[src/rtl/xoodoo_rdi_buffer_pkg.sv]
// xoodoo_rdi_buffer_pkg: shared widths and whitening LFSR constants for the
// Xoodoo mask-randomness buffer.
package xoodoo_rdi_buffer_pkg;
   localparam int XOODOO_STATE_W = 384;
   localparam int RDI_BLOCK_W = 768;
   localparam logic [63:0] RDI_LFSR_SEED = 64'h9E37_79B9_7F4A_7C15;
   // Fibonacci taps 64,63,61,60 as state bits 63,62,60,59
   localparam logic [63:0] RDI_LFSR_TAPS = 64'hD800_0000_0000_0000;
   function automatic logic [63:0] lfsr_next(input logic [63:0] s);
      return {s[62:0], ^(s & RDI_LFSR_TAPS)};
   endfunction
endpackage

[src/rtl/xoodoo_rdi_buffer_if.sv]
// xoodoo_rdi_buffer_if: random-word input, mask-block output and flush
// signals of the buffer; slave = buffer side, master = source/core side.
interface xoodoo_rdi_buffer_if
   import xoodoo_rdi_buffer_pkg::*;
   #(parameter int RND_W = 64);
   logic flush_i;
   logic [RND_W-1:0] rnd_i;
   logic rnd_valid_i;
   logic rnd_ready_o;
   logic [XOODOO_STATE_W-1:0] rs0_o;
   logic [XOODOO_STATE_W-1:0] rs1_o;
   logic rdi_valid_o;
   logic rdi_ready_i;
   logic [3:0] fill_level_o;
   modport slave (input flush_i, rnd_i, rnd_valid_i, rdi_ready_i,
                  output rnd_ready_o, rs0_o, rs1_o, rdi_valid_o, fill_level_o);
   modport master (output flush_i, rnd_i, rnd_valid_i, rdi_ready_i,
                   input rnd_ready_o, rs0_o, rs1_o, rdi_valid_o, fill_level_o);
endinterface

[src/rtl/xoodoo_rdi_lfsr.sv]
// xoodoo_rdi_lfsr: 64-bit Fibonacci whitening LFSR, one step per accepted
// word; reset and flush restore the seed.
module xoodoo_rdi_lfsr
   import xoodoo_rdi_buffer_pkg::*;
(
   input  logic        clk_i,
   input  logic        rst_ni,
   input  logic        flush_i,
   input  logic        step_i,
   output logic [63:0] state_o
);
   always_ff @(posedge clk_i or negedge rst_ni)
      if (!rst_ni) state_o <= RDI_LFSR_SEED;
      else if (flush_i) state_o <= RDI_LFSR_SEED;
      else if (step_i) state_o <= lfsr_next(state_o);
endmodule

[src/rtl/xoodoo_rdi_buffer.sv]
// xoodoo_rdi_buffer: packs RND_W-bit random words into 768-bit two-share mask
// blocks for the Xoodoo core; whitening via RDI_LFSR_WHITEN_EN.
module xoodoo_rdi_buffer
   import xoodoo_rdi_buffer_pkg::*;
   #(parameter int RND_W = 64)
(
   input logic clk_i,
   input logic rst_ni,
   xoodoo_rdi_buffer_if.slave bus
);
   localparam int NW = RDI_BLOCK_W / RND_W;
   localparam logic [3:0] NW_L = 4'(NW);
   if (RDI_BLOCK_W % RND_W != 0 || NW > 15) begin : g_bad_w
      $error("RND_W must divide 768 into at most 15 words");
   end
   logic [RDI_BLOCK_W-1:0] fill_q;
   logic [RDI_BLOCK_W-1:0] out_q;
   logic [3:0] cnt_q;
   logic valid_q;
   logic accept;
   logic transfer;
   logic consume;
   logic [RND_W-1:0] word;
   assign bus.rnd_ready_o = (cnt_q < NW_L) && !bus.flush_i;
   assign accept = bus.rnd_valid_i && bus.rnd_ready_o;
   assign transfer = (cnt_q == NW_L) && (!valid_q || bus.rdi_ready_i);
   assign consume = valid_q && bus.rdi_ready_i;
`ifdef RDI_LFSR_WHITEN_EN
   if (RND_W != 64) begin : g_bad_whiten_w
      $error("whitening requires RND_W = 64");
   end
   logic [63:0] mask;
   xoodoo_rdi_lfsr u_lfsr (
      .clk_i   (clk_i),
      .rst_ni  (rst_ni),
      .flush_i (bus.flush_i),
      .step_i  (accept),
      .state_o (mask)
   );
   assign word = bus.rnd_i ^ mask;
`else
   assign word = bus.rnd_i;
`endif
   // transfer and accept are exclusive: transfer needs a full fill register
   always_ff @(posedge clk_i or negedge rst_ni)
      if (!rst_ni) begin
         fill_q <= '0;
         out_q <= '0;
         cnt_q <= '0;
         valid_q <= 1'b0;
      end else if (bus.flush_i) begin
         fill_q <= '0;
         out_q <= '0;
         cnt_q <= '0;
         valid_q <= 1'b0;
      end else begin
         if (accept) begin
            fill_q[RND_W*cnt_q +: RND_W] <= word;
            cnt_q <= cnt_q + 4'd1;
         end
         if (transfer) begin
            out_q <= fill_q;
            cnt_q <= '0;
            valid_q <= 1'b1;
         end else if (consume) begin
            out_q <= '0;
            valid_q <= 1'b0;
         end
      end
   assign bus.rs0_o = out_q[XOODOO_STATE_W-1:0];
   assign bus.rs1_o = out_q[RDI_BLOCK_W-1:XOODOO_STATE_W];
   assign bus.rdi_valid_o = valid_q;
   assign bus.fill_level_o = cnt_q;
endmodule

[src/flat_wrapper.sv]
// flat-port wrapper written by rule: the top's interface ports become plain ports
module xoodoo_rdi_buffer_flat import xoodoo_rdi_buffer_pkg::*;
#(parameter int RND_W = 64)
  (clk_i, rst_ni, bus_flush_i, bus_rnd_i, bus_rnd_valid_i, bus_rdi_ready_i, bus_rnd_ready_o, bus_rs0_o, bus_rs1_o, bus_rdi_valid_o, bus_fill_level_o);
  xoodoo_rdi_buffer_if #(.RND_W(RND_W)) bus_i ();
  input logic clk_i;
  input logic rst_ni;
  input wire logic [$bits(bus_i.flush_i)-1:0] bus_flush_i;
  input wire logic [$bits(bus_i.rnd_i)-1:0] bus_rnd_i;
  input wire logic [$bits(bus_i.rnd_valid_i)-1:0] bus_rnd_valid_i;
  input wire logic [$bits(bus_i.rdi_ready_i)-1:0] bus_rdi_ready_i;
  output wire logic [$bits(bus_i.rnd_ready_o)-1:0] bus_rnd_ready_o;
  output wire logic [$bits(bus_i.rs0_o)-1:0] bus_rs0_o;
  output wire logic [$bits(bus_i.rs1_o)-1:0] bus_rs1_o;
  output wire logic [$bits(bus_i.rdi_valid_o)-1:0] bus_rdi_valid_o;
  output wire logic [$bits(bus_i.fill_level_o)-1:0] bus_fill_level_o;
  assign bus_i.flush_i = bus_flush_i;
  assign bus_i.rnd_i = bus_rnd_i;
  assign bus_i.rnd_valid_i = bus_rnd_valid_i;
  assign bus_i.rdi_ready_i = bus_rdi_ready_i;
  assign bus_rnd_ready_o = bus_i.rnd_ready_o;
  assign bus_rs0_o = bus_i.rs0_o;
  assign bus_rs1_o = bus_i.rs1_o;
  assign bus_rdi_valid_o = bus_i.rdi_valid_o;
  assign bus_fill_level_o = bus_i.fill_level_o;
  xoodoo_rdi_buffer #(.RND_W(RND_W)) u_core (.clk_i(clk_i), .rst_ni(rst_ni), .bus(bus_i));
endmodule
[config.mk]
export PLATFORM = sky130hd
export DESIGN_NAME = xoodoo_rdi_buffer_flat
export DESIGN_NICKNAME = d
export VERILOG_FILES = /design/src/rtl/xoodoo_rdi_buffer_pkg.sv /design/src/rtl/xoodoo_rdi_buffer_if.sv /design/src/rtl/xoodoo_rdi_lfsr.sv /design/src/rtl/xoodoo_rdi_buffer.sv /design/src/flat_wrapper.sv
export SDC_FILE = /design/constraint.sdc
export NUM_CORES = 2
export LEC_CHECK = 0
export CAP_MARGIN = 20
export CORE_MARGIN = 4
export CORE_UTILIZATION = 39
export CTS_BUF_LIST = sky130_fd_sc_hd__clkbuf_16
export DETAILED_ROUTE_END_ITERATION = 8
export PLACE_DENSITY_LB_ADDON = 0.12
export SYNTH_ARGS = -nofsm -noshare
export SYNTH_HDL_FRONTEND = slang
export SYNTH_SLANG_ARGS = --single-unit
[constraint.sdc]
create_clock -name clk_i -period 3.75 [get_ports clk_i]
set_input_delay 1.125 -clock clk_i [delete_from_list [all_inputs] [get_ports clk_i]]
set_output_delay 1.125 -clock clk_i [all_outputs]
set_load 0.02 [all_outputs]
* Word-level counts from Yosys, hierarchy flattened
Index checks and enable logic that the tools add are counted.
Operators by class: shift operators 2, eq/ne operators 1, multiplexer cells 12, $lt $le $gt $ge 1, add/subtract/negate cells 2, reduce and logical (&&, ||, !) cells 10
Operators by type and width (number):
- $mux W768 | 5
- $bwmux W768 | 1
- $shift A64 B34 Y768 const A | 1
- $shiftx A64 B34 Y768 | 1
- $neg A10 Y34 | 1
- $mux W4 | 3
- $reduce_bool A3 Y1 | 2
- $add A4 B1 Y4 const B | 1
- $eq A4 B4 Y1 const B | 1
- $logic_and A1 B1 Y1 | 4
- $lt A4 B4 Y1 const B | 1
- $mux W1 | 3
- $logic_not A1 Y1 | 2
- $reduce_bool A2 Y1 | 1
- $logic_or A1 B1 Y1 | 1
Word-level totals: logic and storage cells 32, bits of input ports 69, register bits after elaboration 1541

* Logic depth before layout (Yosys ltp)
word-level depth 6, mapped depth 10

* Worst setup path before layout
Ideal clock, no wire load.
path kind input -> output, from input port bus_flush_i, to output port bus_rnd_ready_o, cell stages on the path 5, path slack 0.314 ns, arrival 2.311 ns, data required time 2.625 ns, path buffers 4, cells stage by stage clkbuf_1 -> clkbuf_1 -> clkbuf_1 -> clkbuf_1 -> a21oi_1
On the way: longest elaborated chain between the ends 2
RTL lines:
- from (decl) | line flat_wrapper.sv:8 | input wire logic [$bits(bus_i.flush_i)-1:0] bus_flush_i;
- $logic_not A1 Y1 | line xoodoo_rdi_buffer.sv:24 | assign bus.rnd_ready_o = (cnt_q < NW_L) && !bus.flush_i;
- $logic_and A1 B1 Y1 | line xoodoo_rdi_buffer.sv:24
- to (decl) | line flat_wrapper.sv:12 | output wire logic [$bits(bus_i.rnd_ready_o)-1:0] bus_rnd_ready_o;
No other way between the ends.

* Final worst setup path
from register u_core.cnt_q[2] (netlist: u_core.bus.fill_level_o[2]), to output port bus_rnd_ready_o
On the way: longest elaborated chain between the ends 2
RTL lines:
- from (decl) | line xoodoo_rdi_buffer.sv:18 | logic [3:0] cnt_q;
- from (signal assigned) | line xoodoo_rdi_buffer.sv:59 | cnt_q <= cnt_q + 4'd1;
- $lt A4 B4 Y1 | line xoodoo_rdi_buffer.sv:24
- $logic_and A1 B1 Y1 | line xoodoo_rdi_buffer.sv:24
No other way between the ends.

==> flow_metrics.env <==
export IMPL_synthCells=4482
export IMPL_grt_ovfl_total=0
export IMPL_max_freq_mhz=309
export IMPL_postPlaceCellArea_sq_um=71100
export IMPL_synth_distinct_cells=45
export IMPL_synth_simple_area_share_pct=8.64
export IMPL_clockBufferDepth=3
export IMPL_grt_use_met3_pct=5.60
export IMPL_synth_top_family_by_area="compound AO/OA/AOI/OAI gates"
export IMPL_clk_pin_slew_ns=0.06
export IMPL_synthFlopType="dfrtp_1"
export IMPL_ctsResizeCount=0
export IMPL_arrival_ns=2.11
export IMPL_nets=5302
export IMPL_cp_start_kind="register"
export IMPL_dp_cells=7092
export IMPL_hpwl_mm=139
export IMPL_cts_tree="built"
export IMPL_clock_sinks=1541
export IMPL_fin_area_sq_um=76300
export IMPL_end_kind="primary output"
export IMPL_vias=41300
export IMPL_grt_pass1_wl_mm=309
export IMPL_async_reset_ff_share_pct=100
export IMPL_muxShareOfSynthArea_pct=6.94
export IMPL_ys_seq_area_share_pct=64.5
export IMPL_wl_mm=214
export IMPL_finalWeightedCongestion=0.804
export IMPL_hold_path_class="primary input to asynchronous set/reset pin"
export IMPL_yosys_area_top_type="dfrtp_1"
export IMPL_ctsRootBufferMaster="clkbuf_16"
export IMPL_path_max_fanout=16
export IMPL_synth_nets=4554
export IMPL_syn_to_final_growth_pct=27.6
export IMPL_synth_top_area_share_pct=64.5
export IMPL_die_area_sq_um=160000
export IMPL_ir_worst_vdd_v=0.000370
export IMPL_post_cts_buffers=0
export IMPL_die_y_microns=399
export IMPL_htree_num_levels=4
export IMPL_synth_area_sq_um=59800
export IMPL_drv_cap=0
export IMPL_start_util_pct=39.3
export IMPL_drcViolationCount=0
export IMPL_num_fill_cells=13300
export IMPL_track_usage_pct=26.3
export IMPL_rsz0062_at_grt="no"
export IMPL_coreArea_sq_um=152000
export IMPL_first_iter_violations=3253
export IMPL_io_buffers=842
export IMPL_worst_pin_slew_ns=1.06
export IMPL_grt_pass1_vias=42000
export IMPL_met2_usage_pct=42.0
export IMPL_grt_start_max_net_pins=233
export IMPL_syn_avg_cell_area_sq_um=13.3
export IMPL_drt_wirelength_per_cell_microns=28.9
export IMPL_antenna_left=0
export IMPL_period_share_pct=86.2
export IMPL_report_final_hold_viol_count=0
export IMPL_synth_seq_cells=1541
export IMPL_synthAdderAreaFrac_pct=0.0628
export IMPL_finClkSkew_ns=0.0287
export IMPL_row_count=143
export IMPL_critical_path_class="register to primary output"
export IMPL_synth_area_leaders="dfrtp_1 65%, a22o_1 14%, mux2i_1 4.9%"
export IMPL_setup_viol=0
export IMPL_met1_usage_pct=35.5
export IMPL_antenna_found_initial=9
export IMPL_numCtsBuffers=166
export IMPL_fin_setup_tns_ns=0
export IMPL_synth_compound_area_share_pct=16.4
export IMPL_drive_above_1_share_pct=10.5
export IMPL_dr_pass1_iters=5
export IMPL_p_per_area_nw_per_um2=447
export IMPL_synth_edff_count=0
export IMPL_viasPerCell=5.58
export IMPL_max_slew_margin_pct=28.8
export IMPL_die_w_microns=399
export IMPL_hold_buffers=0
export IMPL_p_leak_nw=35.2
export IMPL_clkLatencyLatePin_ns=0.77
export IMPL_finalCriticalPeriod_ns=3.23
export IMPL_finalMaxSlewViolations=0
export IMPL_critPathRequiredTime_ns=2.62
export IMPL_synth_warnings=0
export IMPL_finalNonFillerCells=7399
export IMPL_setup_slack_ns=0.517
export IMPL_outcome="complete, no violations"
export IMPL_gr_max_usage_layer="met2"
export IMPL_pre_cts_ws_ns=0.327
export IMPL_synth_xor_area_share_pct=0
export IMPL_ios=843
## worst max-delay path: stages (launching register included)
cell             delay [ns]
dfrtp_1                0.39
buf_4                  0.21
a21oi_1                0.14
clkdlybuf4s50_1        0.61
## worst paths after layout
kind / from / endpoint / slack [ns] / depth (start not counted)
max: u_core.bus.fill_level_o[2] / bus_rnd_ready_o / 0.52 / 3
min: rst_ni / u_core.out_q[563] / 0.32 / 1
max reg2reg: u_core.bus.fill_level_o[0] / u_core.fill_q[580] / 0.52 / 7
min reg2reg: u_core.fill_q[391] / u_core.out_q[391] / 0.47 / 1
max in group asynchronous: rst_ni / u_core.out_q[228] / 2.18 / 2
min in group clk_i: u_core.fill_q[391] / u_core.out_q[391] / 0.47 / 1
## final cells by class
type | count | area [sq um] | share of cell area (%)
flip-flops and latches | 1541 | 38600 | 50.5
multi-input cells | 2477 | 19300 | 25.3
repair buffers | 1038 | 10700 | 14.0
clock buffers | 173 | 4330 | 5.67
well taps | 2030 | 2540 | 3.33
clock inverters | 130 | 855 | 1.12
inverters | 6 | 22.5 | 0.0295
diodes | 4 | 10.0 | 0.0131
## state kept, by name (all words and copies together), names as in the netlist
signal	flops
u_core.fill_q	768
u_core.out_q	768
u_core.bus.fill_level_o	4
u_core.bus.rdi_valid_o	1
## Yosys cell counts (2+ instances only)
| library cell | count |
|---|---|
| buf_6 | 12 |
| buf_2 | 125 |
| a21oi_1 | 72 |
| clkbuf_1 | 258 |
| and3_1 | 2 |
| nor2_1 | 4 |
| nand3b_1 | 68 |
| nand3_1 | 48 |
| mux2_2 | 109 |
| dfrtp_1 | 1541 |
| buf_4 | 22 |
| ha_1 | 3 |
| nand2_1 | 251 |
| a41o_1 | 64 |
| a211oi_1 | 2 |
| inv_1 | 5 |
| nor3_1 | 3 |
| nand2b_1 | 406 |
| nor3b_1 | 3 |
| nor2b_1 | 112 |
| o21ai_0 | 49 |
| nor3_2 | 2 |
| a2111oi_2 | 2 |
| and2_1 | 6 |
| a22o_1 | 960 |
| buf_1 | 40 |
| nand4_1 | 3 |
| a2111oi_0 | 2 |
| mux2i_1 | 292 |
## cells in the final DEF, fill, tap and decap left out, types with 3 or more instances in the layout
master / count
a21oi_1: 68
a21oi_4: 5
a22o_1: 960
a41o_1: 64
and2_4: 6
buf_12: 63
buf_2: 7
buf_4: 133
bufinv_16: 9
clkbuf_16: 173
clkdlybuf4s50_1: 833
clkinv_1: 48
clkinv_2: 29
clkinv_8: 3
dfrtp_1: 1541
diode_2: 4
ha_1: 3
inv_1: 41
mux2_2: 109
mux2i_1: 292
nand2_1: 250
nand2b_1: 406
nand3_1: 48
nand3b_1: 68
nand4_1: 3
nor2_1: 3
nor2b_1: 112
nor3b_2: 3
o21ai_0: 49
## cell families after synthesis
kind of cell	count (synthesis)
AO/OA/AOI/OAI	1157
adder cells (fa/ha/maj)	3
buffers and inverters	464
flip-flops	1541
multiplexers	401
AND/OR/NAND/NOR	916
## power breakdown
part	total (mW)	internal, mW	switching (mW)
Combinational	1.59	0.365	1.23
Sequential	16.7	16.7	0.0263
Clock	15.8	8.93	6.85
## per-layer routing
layer	wire, microns	up-vias
li1	-	17700
met1	89500	21900
met2	102000	1451
met3	13900	304
met4	8780	0
met5	0	-
## through the flow
stage	hold slack, ns	utilization, %	power [mW]
finish	0.322	50.2	34.1
detailed placement	0.466	46.7	18.6
CTS	0.308	50.2	34.4
global route	0.311	50.2	35.2
floorplan	0.458	-	17.6
global placement	0.464	46.7	18.6
No activity file was read; power rests on OpenSTA's default activity.
